<file path="config.mk">
export PLATFORM = sky130hd
export DESIGN_NAME = ttl_pattern_gen
export DESIGN_NICKNAME = d
export VERILOG_FILES = /design/src/rtl/ttl_pattern_gen.sv
export SDC_FILE = /design/constraint.sdc
export NUM_CORES = 2
export LEC_CHECK = 0
export ABC_AREA = 1
export CORE_MARGIN = 10
export CORE_UTILIZATION = 39
export DETAILED_ROUTE_END_ITERATION = 7
export GPL_TIMING_DRIVEN = 0
export HOLD_SLACK_MARGIN = 0.1
export MAX_ROUTING_LAYER = met4
export RECOVER_POWER = 50
export SYNTH_ARGS = -nofsm -noshare
export SYNTH_HDL_FRONTEND = slang
export SYNTH_SLANG_ARGS = --single-unit
</file>
<file path="constraint.sdc">
create_clock -name CLK_40M -period 49.9 [get_ports CLK_40M]
set_input_delay 4.99 -clock CLK_40M [delete_from_list [all_inputs] [get_ports CLK_40M]]
set_output_delay 4.99 -clock CLK_40M [all_outputs]
set_load 0.01 [all_outputs]
</file>
<file path="src/rtl/ttl_pattern_gen.sv">
// ttl_pattern_gen: CH_NUM independent TTL pulse channels with delay, width, period and burst count.
// Optional loopback checker on RX is built only when PATGEN_LOOPBACK_CHK_EN is defined.
module ttl_pattern_gen #(
   parameter int CH_NUM  = 8,
   parameter int CNT_W   = 16,
   parameter int BURST_W = 8,
   parameter int LB_DLY  = 4
) (
   input  logic              CLK_40M,
   input  logic              RST,
   input  logic              CFG_WE,
   input  logic [3:0]        CFG_CH,
   input  logic [1:0]        CFG_ADDR,
   input  logic [CNT_W-1:0]  CFG_DATA,
   input  logic              START,
   input  logic              STOP,
   output logic [CH_NUM-1:0] OUT,
   output logic [CH_NUM-1:0] BUSY,
   output logic              DONE,
   input  logic [CH_NUM-1:0] RX,
   output logic [15:0]       ERR_CNT
);

   typedef enum logic [1:0] {ST_IDLE, ST_DELAY, ST_HIGH, ST_LOW} state_t;

   // shadow registers written by the config port
   logic [CNT_W-1:0]   per_sh_q [CH_NUM];
   logic [CNT_W-1:0]   per_sh_d [CH_NUM];
   logic [CNT_W-1:0]   wid_sh_q [CH_NUM];
   logic [CNT_W-1:0]   wid_sh_d [CH_NUM];
   logic [CNT_W-1:0]   dly_sh_q [CH_NUM];
   logic [CNT_W-1:0]   dly_sh_d [CH_NUM];
   logic [BURST_W-1:0] bur_sh_q [CH_NUM];
   logic [BURST_W-1:0] bur_sh_d [CH_NUM];

   // active copies captured on START
   logic [CNT_W-1:0]   per_q  [CH_NUM];
   logic [CNT_W-1:0]   per_d  [CH_NUM];
   logic [CNT_W-1:0]   wid_q  [CH_NUM];
   logic [CNT_W-1:0]   wid_d  [CH_NUM];
   logic [BURST_W-1:0] bur_q  [CH_NUM];
   logic [BURST_W-1:0] bur_d  [CH_NUM];
   logic [BURST_W-1:0] brem_q [CH_NUM];
   logic [BURST_W-1:0] brem_d [CH_NUM];
   logic [CNT_W-1:0]   cnt_q  [CH_NUM];
   logic [CNT_W-1:0]   cnt_d  [CH_NUM];
   state_t             state_q [CH_NUM];
   state_t             state_d [CH_NUM];

   logic [CH_NUM-1:0]  out_q, out_d;
   logic [CH_NUM-1:0]  busy_q, busy_d;
   logic               done_q, done_d;

   function automatic logic [CNT_W-1:0] clamp_width(input logic [CNT_W-1:0] p,
                                                    input logic [CNT_W-1:0] w);
      if (w >= p) return p - CNT_W'(1);
      return w;
   endfunction

   // A zero width skips HIGH and spends the whole period in LOW.
   function automatic state_t period_state(input logic [CNT_W-1:0] w);
      return (w != '0) ? ST_HIGH : ST_LOW;
   endfunction

   // cnt holds the number of cycles left after the current one in the state.
   function automatic logic [CNT_W-1:0] period_cnt(input logic [CNT_W-1:0] p,
                                                   input logic [CNT_W-1:0] w);
      return (w != '0) ? (w - CNT_W'(1)) : (p - CNT_W'(1));
   endfunction

   always_comb begin
      for (int i = 0; i < CH_NUM; i++) begin
         per_sh_d[i] = per_sh_q[i];
         wid_sh_d[i] = wid_sh_q[i];
         dly_sh_d[i] = dly_sh_q[i];
         bur_sh_d[i] = bur_sh_q[i];
         per_d[i]    = per_q[i];
         wid_d[i]    = wid_q[i];
         bur_d[i]    = bur_q[i];
         brem_d[i]   = brem_q[i];
         cnt_d[i]    = cnt_q[i];
         state_d[i]  = state_q[i];

         if (CFG_WE && (int'(CFG_CH) == i)) begin
            case (CFG_ADDR)
               2'd0:    per_sh_d[i] = CFG_DATA;
               2'd1:    wid_sh_d[i] = CFG_DATA;
               2'd2:    bur_sh_d[i] = CFG_DATA[BURST_W-1:0];
               default: dly_sh_d[i] = CFG_DATA;
            endcase
         end

         if (STOP) begin
            state_d[i] = ST_IDLE;
            cnt_d[i]   = '0;
            brem_d[i]  = '0;
         end else if (START) begin
            per_d[i]  = per_sh_q[i];
            wid_d[i]  = clamp_width(per_sh_q[i], wid_sh_q[i]);
            bur_d[i]  = bur_sh_q[i];
            brem_d[i] = bur_sh_q[i];
            if (per_sh_q[i] == '0) begin
               state_d[i] = ST_IDLE;
               cnt_d[i]   = '0;
            end else if (dly_sh_q[i] != '0) begin
               state_d[i] = ST_DELAY;
               cnt_d[i]   = dly_sh_q[i] - CNT_W'(1);
            end else begin
               state_d[i] = period_state(wid_d[i]);
               cnt_d[i]   = period_cnt(per_sh_q[i], wid_d[i]);
            end
         end else begin
            case (state_q[i])
               ST_DELAY: begin
                  if (cnt_q[i] == '0) begin
                     state_d[i] = period_state(wid_q[i]);
                     cnt_d[i]   = period_cnt(per_q[i], wid_q[i]);
                  end else begin
                     cnt_d[i] = cnt_q[i] - CNT_W'(1);
                  end
               end
               ST_HIGH: begin
                  if (cnt_q[i] == '0) begin
                     state_d[i] = ST_LOW;
                     cnt_d[i]   = per_q[i] - wid_q[i] - CNT_W'(1);
                  end else begin
                     cnt_d[i] = cnt_q[i] - CNT_W'(1);
                  end
               end
               ST_LOW: begin
                  if (cnt_q[i] == '0) begin
                     // end of a period: finish the burst or start the next pulse
                     if ((bur_q[i] != '0) && (brem_q[i] == BURST_W'(1))) begin
                        state_d[i] = ST_IDLE;
                        brem_d[i]  = '0;
                     end else begin
                        if (bur_q[i] != '0) brem_d[i] = brem_q[i] - BURST_W'(1);
                        state_d[i] = period_state(wid_q[i]);
                        cnt_d[i]   = period_cnt(per_q[i], wid_q[i]);
                     end
                  end else begin
                     cnt_d[i] = cnt_q[i] - CNT_W'(1);
                  end
               end
               default: ;
            endcase
         end

         out_d[i]  = (state_d[i] == ST_HIGH);
         busy_d[i] = (state_d[i] != ST_IDLE);
      end

      // Only natural burst completion may raise DONE; STOP or START emptying BUSY does not.
      done_d = (|busy_q) && !(|busy_d) && !STOP && !START;
   end

   always_ff @(posedge CLK_40M or posedge RST) begin
      if (RST) begin
         for (int i = 0; i < CH_NUM; i++) begin
            per_sh_q[i] <= '0;
            wid_sh_q[i] <= '0;
            dly_sh_q[i] <= '0;
            bur_sh_q[i] <= '0;
            per_q[i]    <= '0;
            wid_q[i]    <= '0;
            bur_q[i]    <= '0;
            brem_q[i]   <= '0;
            cnt_q[i]    <= '0;
            state_q[i]  <= ST_IDLE;
         end
         out_q  <= '0;
         busy_q <= '0;
         done_q <= 1'b0;
      end else begin
         per_sh_q <= per_sh_d;
         wid_sh_q <= wid_sh_d;
         dly_sh_q <= dly_sh_d;
         bur_sh_q <= bur_sh_d;
         per_q    <= per_d;
         wid_q    <= wid_d;
         bur_q    <= bur_d;
         brem_q   <= brem_d;
         cnt_q    <= cnt_d;
         state_q  <= state_d;
         out_q    <= out_d;
         busy_q   <= busy_d;
         done_q   <= done_d;
      end
   end

   assign OUT  = out_q;
   assign BUSY = busy_q;
   assign DONE = done_q;

`ifdef PATGEN_LOOPBACK_CHK_EN
   logic [CH_NUM-1:0] pipe_q [LB_DLY];
   logic [CH_NUM-1:0] pipe_d [LB_DLY];
   logic [CH_NUM-1:0] mis;
   logic [15:0]       err_q, err_d;

   function automatic logic [15:0] sat_add(input logic [15:0] a, input logic [4:0] b);
      logic [16:0] s;
      s = {1'b0, a} + {12'd0, b};
      return s[16] ? 16'hFFFF : s[15:0];
   endfunction

   function automatic logic [4:0] popcnt(input logic [CH_NUM-1:0] v);
      logic [4:0] n;
      n = '0;
      for (int i = 0; i < CH_NUM; i++) n = n + 5'(v[i]);
      return n;
   endfunction

   // pipe_q[LB_DLY-1] holds OUT as it was LB_DLY cycles ago
   always_comb begin
      pipe_d[0] = out_q;
      for (int k = 1; k < LB_DLY; k++) pipe_d[k] = pipe_q[k-1];
      mis   = (RX ^ pipe_q[LB_DLY-1]) & busy_q;
      err_d = START ? 16'h0000 : sat_add(err_q, popcnt(mis));
   end

   always_ff @(posedge CLK_40M or posedge RST) begin
      if (RST) begin
         for (int k = 0; k < LB_DLY; k++) pipe_q[k] <= '0;
         err_q <= '0;
      end else begin
         pipe_q <= pipe_d;
         err_q  <= err_d;
      end
   end

   assign ERR_CNT = err_q;
`else
   localparam int LB_DLY_UNUSED = LB_DLY;
   logic rx_unused;
   assign rx_unused = ^RX;
   assign ERR_CNT   = 16'h0000;
`endif

endmodule

</file>
==> metrics.txt <==
clock sinks=993; post-route ant nets=0; initial drt markers=around 7900; depth of the CTS H-tree=3; clk_skew=0.0636 ns; post-synthesis sequential area ratio=between 30% and 40%; hold depth=2; Pre-Repair DR Iteration Count=7; outcome=finished with violations; Peak VDD IR=~30 uV; pin count of the biggest net entering global routing=between 100 and 150; leakage power figure=about 39 nW; HPWL after DPL=~230 mm; ys async rst share=between 90% and 100%; max incr delay on CP=4.82 ns; fmax=about 0.047 GHz; CTS tree=done; maxcap violations=11; EDFF count, synth=0; FP Rows=156; die area=about 200000 um^2; first-pass GRT wire length=438 mm; Clk Latency, worst-skew pair=approximately 0.8 ns; final hold violations=0; initial antenna violation count=32; most frequent cells in the layout=nand2_1 (2574), inv_1 (1292), o21ai_0 (1245), nor2_1 (1044), dfrtp_1 (993); die width=roughly 450 um; total gr overflow=0; number of port buffers=43; Arr. time, crit path=about 21 ns; total detailed-routing wirelength=about 300 mm; Simple-Gate Fraction of Synth Area=between 20 and 30%; Core Region=181000 um^2; Hold EP=bur_q[2]; sequential share of power=between 20 and 30%; Worst-Margin Slew=6.58 ns; Logic pwr share=between 40% and 50%; cell area after synthesis=just over 70000 um^2; largest family of logic cells by synthesized area=simple AND/OR/NAND/NOR gates; Final Setup Violations=0; failing checks=capacitance limit, slew limit; WS Path Type=input port to asynchronous set/reset pin; setup_tns=0 ns; area delta synth->final=11.6%; post-route minimum period=between 20 and 25 ns; boundary pin count=slightly below 70; Starting Density=39.2%; post_cts resized=0; Slew HR=-339%; RSZ-0062 raised after global routing=false; Final GP Congestion=around 1.0; mean area per synthesized cell=about 6.9 um^2; register bit count reported by yosys=993; CP required=between 40 and 50 ns; routed len/inst=22.9 um; critical path peak fanout=approximately 120; Crit. End Element=asynchronous set/reset pin; Most used DFF post-synth=dfrtp_1; worst reg2reg endpoint=cnt_q[70]; Switching Fraction=a little under half; total CTS buffers=approximately 120; internal power=around 2.1 mW; root buf cell=clkbuf_16; WHS=0.473 ns; Synth Area in XOR/XNOR=4.32%; Setup Fix Bufs, Post-CTS=0; Synth Warn #=0; ratio of total power to cell area=50.8 nW/um^2; R2R setup slack=approximately 46 ns; CTS clk-pin slew, worst paths=about 0.060 ns; CTS Buffer Depth=3; routed vias=72100; CP most frequent cell=clkbuf_1; worst min-delay path class=register to register; clock network power share=between 20% and 30%; post-synthesis cell type count=73; NetSw=roughly 1.9 mW; adder-cell area share of the yosys netlist=under 10%; final cycle utilization of the critical path=43.0%; GRT Resource Usage Total=29.8%; mux contribution to synthesized area=less than 1%; Gate Count Post-Synth=approximately 10000; Hold Buf Count CTS=0; R2R cell count=22; die height=roughly 450 um; # nets final=about 11000; crit start category=input port; DRC=0; Compound-Gate Fraction of Synth Area=~16%; Worst path slowest cell=clkbuf_1; Final Max Slew Viols=between 800 and 900; Worst R2R Start=per_sh_q[69]; cells along the critical path=dlygate4sd3_1 > clkinvlp_2 > clkbuf_1 > clkbuf_1 > clkbuf_1; Hold Path Origin=bur_q[2]; share of cells above drive strength 1=approximately 5.7%; commonest non-fill, non-tap cell in the layout=nand2_1; number of global-route vias before repair=67000; Via density=between 5 and 6
## layer usage
layer | GRT usage (%) | vias up | wire length, um
met2 | 44.0 | 2825 | 128000
met5 | - | - | 0
met4 | 13.9 | 0 | 15600
met1 | 40.1 | 34700 | 131000
met3 | 4.71 | 564 | 23000
li1 | - | 34000 | -
## sequential cells by signal, indices dropped and copies added (netlist names), 16 cells and up
register and flops:
wid_sh_q 128, brem_q 64, cnt_q 128, dly_sh_q 128
state_q 16, per_sh_q 128, bur_sh_q 64, wid_q 128
bur_q 64, per_q 128
## synth_stat cells (78+ instances only)
cell / number / area (um^2)
nor2_1: 1047 / 3930
xor2_1: 261 / 2290
ha_1: 346 / 4330
o21ai_0: 1245 / 6230
clkbuf_1: 257 / 965
a21oi_1: 556 / 2780
a31oi_1: 78 / 488
inv_1: 1293 / 4850
xnor2_1: 89 / 780
nand3_1: 550 / 2750
dfrtp_1: 993 / 24800
nand4_1: 144 / 901
nor3_1: 126 / 631
nand2_1: 2573 / 9660
## stage by stage
stage / setup WS (ns) / cells / utilization [%] / cell area [um^2] / power, mW
after floorplan: 16.97 / 10300 / - / 71000 / 2.48
after global placement: 4.31 / 12700 / 41.2 / 74400 / 3.02
after detailed placement: 40.66 / 12700 / 41.5 / 75000 / 3.04
after CTS: 41.46 / 13000 / 43.9 / 79300 / 4.00
after global routing: 25.24 / 13000 / 43.8 / 79100 / 4.32
final: 28.43 / 13000 / 43.8 / 79200 / 4.02
## logic make-up after synthesis
group | Yosys count
other | 1
AND/OR/NAND/NOR | 4766
buffers and inverters | 1650
adder cells (fa/ha/maj) | 354
XOR/XNOR | 350
AO/OA/AOI/OAI | 2172
flip-flops | 993
multiplexers | 8
## worst max-delay path, delay by kind of cell
| family | cells | cell delay (ns) |
|---|---|---|
| buffers and inverters | 5 | 15.48 |
## final cells by class
class,count,area [um^2]
Sequential cell,993,24800
Tap cell,2370,2970
Buffer,328,1570
Fill cell,18900,102000
Inverter,1322,4960
Antenna cell,26,65.1
Multi-Input combinational cell,7666,39700
Timing Repair Buffer,67,808
Clock buffer,143,3240
Clock inverter,75,1010
## worst max path at each step
stage | startpoint | to | slack, ns | cells past startpoint
finish | RST | wid_sh_q[42] | 28.43 | 5
global route | RST | wid_sh_q[39] | 25.24 | 5
CTS | STOP | wid_q[83] | 41.46 | 8
detailed placement | STOP | wid_q[83] | 40.66 | 8
global placement | RST | cnt_q[59] | 4.31 | 2
floorplan | RST | BUSY[0] | 16.97 | 1
## power by group through the flow
stage,Sequential [mW],Combinational [mW],Clock (mW)
6_report,1.13,1.95,0.947
3_3_place_gp,1.14,1.89,0
5_1_grt,1.15,2.18,0.992
4_1_cts,1.12,1.92,0.960
2_1_floorplan,1.08,1.40,0
3_5_place_dp,1.13,1.91,0
Note: power is estimated with default switching activity, not from simulation.
